## config.mk

```make
export PLATFORM = sky130hd
export DESIGN_NAME = minion_bus_decoder
export DESIGN_NICKNAME = d
export VERILOG_FILES = /design/src/rtl/minion_bus_pkg.sv /design/src/rtl/minion_bus_wdog.sv /design/src/rtl/minion_bus_decoder.sv
export SDC_FILE = /design/constraint.sdc
export NUM_CORES = 1
export LEC_CHECK = 0
export ABC_AREA = 1
export BUFFER_PORTS_ARGS = -buffer_cell sky130_fd_sc_hd__buf_2
export CAP_MARGIN = 20
export CORE_AREA = 2 2 284 286
export CTS_BUF_LIST = sky130_fd_sc_hd__clkbuf_8
export CTS_CLUSTER_SIZE = 30
export DETAILED_ROUTE_END_ITERATION = 12
export DIE_AREA = 0 0 286 288
export SKIP_LAST_GASP = 1
export SYNTH_ARGS = -nofsm -noshare
export SYNTH_HDL_FRONTEND = slang
export SYNTH_SLANG_ARGS = --single-unit
export TNS_END_PERCENT = 30
```

## constraint.sdc

```tcl
create_clock -name clk -period 7.7 [get_ports clk]
set_clock_uncertainty 0.15 [all_clocks]
set_input_delay 1.54 -clock clk [delete_from_list [all_inputs] [get_ports clk]]
set_output_delay 1.54 -clock clk [all_outputs]
set_load 0.05 [all_outputs]
```

## src/rtl/minion_bus_pkg.sv

```systemverilog
// Shared types and defaults for the minion bus decoder.
// The FSM state type, default parameter values and the error read-data value.
package minion_bus_pkg;

  typedef enum logic [1:0] {
    IDLE = 2'd0,
    BUSY = 2'd1,
    RESP = 2'd2
  } state_e;

  localparam int DEF_NUM_SLAVES = 16;
  localparam int DEF_SEL_LSB    = 20;
  localparam int DEF_SEL_W      = 4;
  localparam int DEF_ADDR_W     = 20;
  localparam int DEF_DATA_W     = 32;
  localparam int DEF_TIMEOUT    = 255;

  // Widest data bus supported; narrower buses take the low slice.
  localparam int MAX_DATA_W = 1024;
  localparam logic [MAX_DATA_W-1:0] ERR_RDATA = '0;

endpackage

```

## src/rtl/minion_bus_wdog.sv

```systemverilog
// BUSY-phase watchdog: cleared on entry to BUSY, counts stalled cycles.
// expire flags the last permitted stall cycle; it is constant 0 when TIMEOUT is 0.
module minion_bus_wdog #(
  parameter int TIMEOUT = 255
) (
  input  logic clk,
  input  logic rst,
  input  logic clr,
  input  logic en,
  output logic expire
);

  localparam int CNT_W = (TIMEOUT > 0) ? $clog2(TIMEOUT + 1) : 1;

  logic [CNT_W-1:0] cnt;

  always_ff @(posedge clk or posedge rst) begin
    if (rst)       cnt <= '0;
    else if (clr)  cnt <= '0;
    else if (en)   cnt <= cnt + CNT_W'(1);
  end

  generate
    if (TIMEOUT == 0) begin : g_off
      logic cnt_unused;
      assign cnt_unused = ^cnt;
      assign expire     = 1'b0;
    end else begin : g_on
      // Abort at the edge where the count would reach TIMEOUT.
      localparam logic [CNT_W-1:0] LIM = CNT_W'(TIMEOUT - 1);
      assign expire = (cnt == LIM);
    end
  endgenerate

endmodule

```

## src/rtl/minion_bus_decoder.sv

```systemverilog
// Single-master decoder from the core LSU port to NUM_SLAVES minion bus slots,
// with registered one-hot chip enables, wait-state support, watchdog and error response.
module minion_bus_decoder
  import minion_bus_pkg::*;
#(
  parameter int NUM_SLAVES = DEF_NUM_SLAVES,
  parameter int SEL_LSB    = DEF_SEL_LSB,
  parameter int SEL_W      = DEF_SEL_W,
  parameter int ADDR_W     = DEF_ADDR_W,
  parameter int DATA_W     = DEF_DATA_W,
  parameter int TIMEOUT    = DEF_TIMEOUT
) (
  input  logic                         clk,
  input  logic                         rst,
  input  logic                         core_lsu_req,
  output logic                         core_lsu_gnt,
  input  logic [31:0]                  core_lsu_addr,
  input  logic                         core_lsu_we,
  input  logic [DATA_W/8-1:0]          core_lsu_be,
  input  logic [DATA_W-1:0]            core_lsu_wdata,
  output logic                         core_lsu_rvalid,
  output logic [DATA_W-1:0]            core_lsu_rdata,
  output logic                         core_lsu_err,
  output logic [ADDR_W-1:0]            bus_addr,
  output logic [DATA_W-1:0]            bus_wdata,
  output logic [DATA_W/8-1:0]          bus_be,
  output logic [NUM_SLAVES-1:0]        bus_ce,
  output logic [NUM_SLAVES-1:0]        bus_we,
  input  logic [NUM_SLAVES-1:0]        bus_rdy,
  input  logic [NUM_SLAVES*DATA_W-1:0] bus_rdata
);

  generate
    if (NUM_SLAVES < 1 || NUM_SLAVES > 2**SEL_W) begin : g_bad_slaves
      $error("minion_bus_decoder: NUM_SLAVES must be 1..2**SEL_W");
    end
    if (DATA_W % 8 != 0 || DATA_W > MAX_DATA_W) begin : g_bad_data
      $error("minion_bus_decoder: DATA_W must be a multiple of 8 within MAX_DATA_W");
    end
    if (ADDR_W > 32 || SEL_LSB + SEL_W > 32) begin : g_bad_addr
      $error("minion_bus_decoder: address fields exceed 32 bits");
    end
  endgenerate

  state_e                state_q, state_d;
  logic [SEL_W-1:0]      sel_in, sel_q;
  logic                  mapped, we_q;
  logic                  ld, rsp_ld, rsp_err_d;
  logic                  rdy_hit, wd_clr, wd_en, wd_expire;
  logic [DATA_W-1:0]     sel_rdata, rsp_data_d;
  logic [NUM_SLAVES-1:0] ce_d, we_d, sel_oh;

  // Only the select field and the forwarded low bits matter; the rest is don't-care.
  logic addr_unused;
  assign addr_unused = ^core_lsu_addr;

  assign sel_in          = core_lsu_addr[SEL_LSB +: SEL_W];
  assign mapped          = 32'(sel_in) < 32'(NUM_SLAVES);
  assign sel_oh          = NUM_SLAVES'(1) << sel_in;
  assign wd_en           = (state_q == BUSY) && !rdy_hit;
  assign core_lsu_rvalid = (state_q == RESP);

  // Only the latched slot's ready/data are observed; other slots are ignored.
  always_comb begin
    rdy_hit   = 1'b0;
    sel_rdata = '0;
    for (int i = 0; i < NUM_SLAVES; i++) begin
      if (sel_q == SEL_W'(i)) begin
        rdy_hit   = bus_rdy[i];
        sel_rdata = bus_rdata[i*DATA_W +: DATA_W];
      end
    end
  end

  always_comb begin
    state_d      = state_q;
    core_lsu_gnt = 1'b0;
    ld           = 1'b0;
    wd_clr       = 1'b0;
    ce_d         = bus_ce;
    we_d         = bus_we;
    rsp_ld       = 1'b0;
    rsp_err_d    = 1'b0;
    rsp_data_d   = ERR_RDATA[DATA_W-1:0];
    unique case (state_q)
      IDLE: begin
        core_lsu_gnt = core_lsu_req;
        if (core_lsu_req) begin
          ld = 1'b1;
          if (mapped) begin
            state_d = BUSY;
            wd_clr  = 1'b1;
            ce_d    = sel_oh;
            we_d    = core_lsu_we ? sel_oh : '0;
          end else begin
            state_d   = RESP;
            rsp_ld    = 1'b1;
            rsp_err_d = 1'b1;
          end
        end
      end
      BUSY: begin
        if (rdy_hit) begin
          state_d    = RESP;
          rsp_ld     = 1'b1;
          rsp_data_d = we_q ? '0 : sel_rdata;
          ce_d       = '0;
          we_d       = '0;
        end else if (wd_expire) begin
          state_d   = RESP;
          rsp_ld    = 1'b1;
          rsp_err_d = 1'b1;
          ce_d      = '0;
          we_d      = '0;
        end
      end
      RESP:    state_d = IDLE;
      default: state_d = IDLE;
    endcase
  end

  always_ff @(posedge clk or posedge rst) begin
    if (rst) begin
      state_q        <= IDLE;
      sel_q          <= '0;
      we_q           <= 1'b0;
      bus_addr       <= '0;
      bus_wdata      <= '0;
      bus_be         <= '0;
      bus_ce         <= '0;
      bus_we         <= '0;
      core_lsu_rdata <= '0;
      core_lsu_err   <= 1'b0;
    end else begin
      state_q <= state_d;
      bus_ce  <= ce_d;
      bus_we  <= we_d;
      if (ld) begin
        sel_q     <= sel_in;
        we_q      <= core_lsu_we;
        bus_addr  <= core_lsu_addr[ADDR_W-1:0];
        bus_wdata <= core_lsu_wdata;
        bus_be    <= core_lsu_be;
      end
      // Response data and flag persist until the next response overwrites them.
      if (rsp_ld) begin
        core_lsu_rdata <= rsp_data_d;
        core_lsu_err   <= rsp_err_d;
      end
    end
  end

  minion_bus_wdog #(.TIMEOUT(TIMEOUT)) u_wdog (
    .clk    (clk),
    .rst    (rst),
    .clr    (wd_clr),
    .en     (wd_en),
    .expire (wd_expire)
  );

endmodule

```

==> results_dict.tcl <==
set metrics [dict create \
    outcome "finished, final reports clean" \
    antenna_found_initial 31 \
    slowest_stage "inv_2" \
    power.leakage_nw 8.39 \
    mostFrequentLayoutCells "nand2_1 (714), buf_2 (714), nor2_1 (155)" \
    cts_hold_buffers 0 \
    synth-adder-area-share_pct 0.254 \
    power_frac_comb_pct 68.9 \
    muxShareOfSynthArea_pct 0 \
    dieWidth_um 286 \
    clock.fmax_mhz 197 \
    design_power_total_mw 5.87 \
    setup_violations 0 \
    postRouteAntennaNets 0 \
    synthSimpleGateAreaFrac_pct 51.5 \
    peakVddDrop_mv 0.250 \
    syn_area_um2 9870 \
    min_to "bus_wdata[29]$_DFFE_PP0P_" \
    synth_nets 2239 \
    fin_setup_tns_ns 0 \
    nets 2904 \
    yosysTopAreaCell "dfrtp_1" \
    h-tree-depth 4 \
    first_iter_violations 804 \
    cts_tree "yes" \
    power.density_nw_per_um2 388 \
    stdcell_area_um2 15100 \
    final_util_pct 19.0 \
    rows 104 \
    io_buffers 714 \
    max_cap_viol_count 0 \
    syn_avg_cell_area_um2 6.03 \
    synth_top_area_share_pct 34.5 \
    power.switching_mw 3.65 \
    grt_usage_pct 16.3 \
    timing.slew.headroom_pct 30.5 \
    clock-sinks 136 \
    r2r_end "core_lsu_rdata[3]$_DFFE_PP0P_" \
    crit_family "buffers and inverters" \
    grt_setup_unrepaired "false" \
    clockRootBuffer "clkbuf_8" \
    clkTransAtPathRegs_ns 0.10 \
    hold_path.class "reg2reg" \
    setup_ws_ns 2.62 \
    dieArea_um2 82400 \
    hold_viol_final 0 \
    dp_slack_ns 2.59 \
    drive_gt1_share_pct 36.2 \
    pin_count 723 \
    grt_overflow 0 \
    ys_ff_latch 136 \
    cpPeakStageDelay_ns 0.91 \
    p_int_mw 2.22 \
    place.detailed.hpwl_mm 57.6 \
    fin_crit_sh_pct 66.0 \
    tightest_slew_ns 1.04 \
    grt_pass1_vias 12900 \
    critPathArrivalTime_ns 3.39 \
    yosysSeqAreaShare_pct 34.5 \
    r2r_slack_ns 3.14 \
    synth_xor_area_share_pct 0.533 \
    cp_cell_sequence "buf_2 > nand3_4 > inv_2 > buf_2" \
    ys_warn_count 0 \
    place_congestion 0.922 \
    reg2reg_from "sel_q[0]$_DFFE_PP0P_" \
    synth_top_family_by_area "simple AND/OR/NAND/NOR gates" \
    route.vias.total 13500 \
    die_h_um 288 \
    synth_compound_area_share_pct 4.13 \
    synth_area_leaders "dfrtp_1 (34%), nand2_1 (27%), nand4_1 (7.7%), nor2_1 (6.4%), nand3_1 (5.4%)" \
    post_cts_resized 0 \
    core_um2 79600 \
    fin_crit_ns 5.08 \
    synthCells 1637 \
    placed_area_um2 14600 \
    cts_buffers 17 \
    clk_path_buf_depth 2 \
    worstSetupPathType "in2out" \
    netSwitchingFraction_pct 62.2 \
    hold_slack_ns 0.335 \
    critPathMaxFanout 58 \
    syn2layout_area_growth_pct 53.2 \
    grt_max_degree 81 \
    firstDrtPassIters 5 \
    route.detailed.drc 0 \
    vias_per_cell 3.98 \
    nFillCells 9352 \
    critPathLaunchType "input pin" \
    crit_required_ns 6.01 \
    routed_wl_mm 69.8 \
    drv_slew 0 \
    synth_cell_types 29 \
    crit_top_cell "buf_2" \
    end_kind "output pin" \
    power_frac_clock_pct 12.1 \
    hold_start "bus_wdata[29]$_DFFE_PP0P_" \
    start_util_pct 12.4 \
    hold_depth 2 \
    grt_pass1_wl_mm 93.6 \
    reg2regPathDepth 19 \
    cts_setup_buffers 0 \
    path_buf_inv 3 \
    insertion_delay_ns 0.52 \
    worstSetupStartpoint "core_lsu_req" \
    wl_per_cell_um 20.6 \
    final_cells 3383 \
    place_inst 3343 \
    seqPwrFrac_pct 19.0 \
]
logic make-up after synthesis:
group	after synthesis
AOI/OAI and AO/OA	80
xor gates and xnor gates	6
adders and majority gates	2
buffers and inverters	227
DFF	136
and+or+nand+nor	1186
power by group through the flow:
stage	registers (mW)	clock network, mW	logic, mW
final	1.12	0.709	4.04
after floorplan	1.87	0	1.54
after global placement	1.12	0	4.12
after detailed placement	1.12	0	4.13
after global routing	1.15	0.763	4.40
after CTS	1.12	0.741	4.14
per-layer routing:
| metal | track usage, % | vias to the layer above | routed length (um) | share of wire (%) |
|---|---|---|---|---|
| met2 | 27.5 | 625 | 32900 | 47 |
| met4 | 6.99 | 20 | 2770 | 4.0 |
| met5 | 0 | - | 132 | 0.19 |
| met3 | 4.63 | 114 | 6010 | 8.6 |
| li1 | - | 6513 | - | - |
| met1 | 19.2 | 6183 | 28000 | 40 |
worst max-delay path by stage:
stage	to	slack [ns]	cells past startpoint
2_1_floorplan	bus_addr[0]$_DFFE_PP0P_	2.37	1
3_3_place_gp	core_lsu_gnt	2.55	4
3_5_place_dp	core_lsu_gnt	2.59	4
4_1_cts	core_lsu_gnt	2.58	4
5_1_grt	core_lsu_gnt	2.44	4
6_report	core_lsu_gnt	2.62	4
synthesized netlist by cell type, drive strengths merged:
library cell	n
dfrtp	136
nor2b	10
nand4	121
xnor2	1
or2	40
nor2	172
clkbuf	72
clkinv	1
inv	137
a31oi	2
xor2	5
ha	2
a21oi	48
o21ai	26
nand3	107
nor3	17
buf	17
o22ai	4
nand2	719
cell type report:
class                           instances  area (um2)  share of cell area, %
Timing Repair Buffer                  735        3730                   24.7
Clock buffer                           17         234                   1.55
Multi-Input combinational cell       1274        5660                   37.4
Sequential cell                       136        3400                   22.5
Antenna cell                            8        20.0                  0.132
Inverter                              138         523                   3.46
Clock inverter                         15         221                   1.46
Tap cell                             1060        1330                   8.77
state kept, by name, summed over array words and instances (netlist names):
signal and flops:
sel_q 4, we_q 1, bus_be 4, state_q 2
u_wdog.cnt 8, bus_addr 20, bus_we 16, core_lsu_err 1
bus_ce 16, core_lsu_rdata 32, bus_wdata 32
tightest hold or removal path, stage by stage, from the launching register on:
cell and delay, ns:
dfrtp_1 0.35, nand2_1 0.05, nand2_1 0.06
Power figures use the tool's default switching activity.
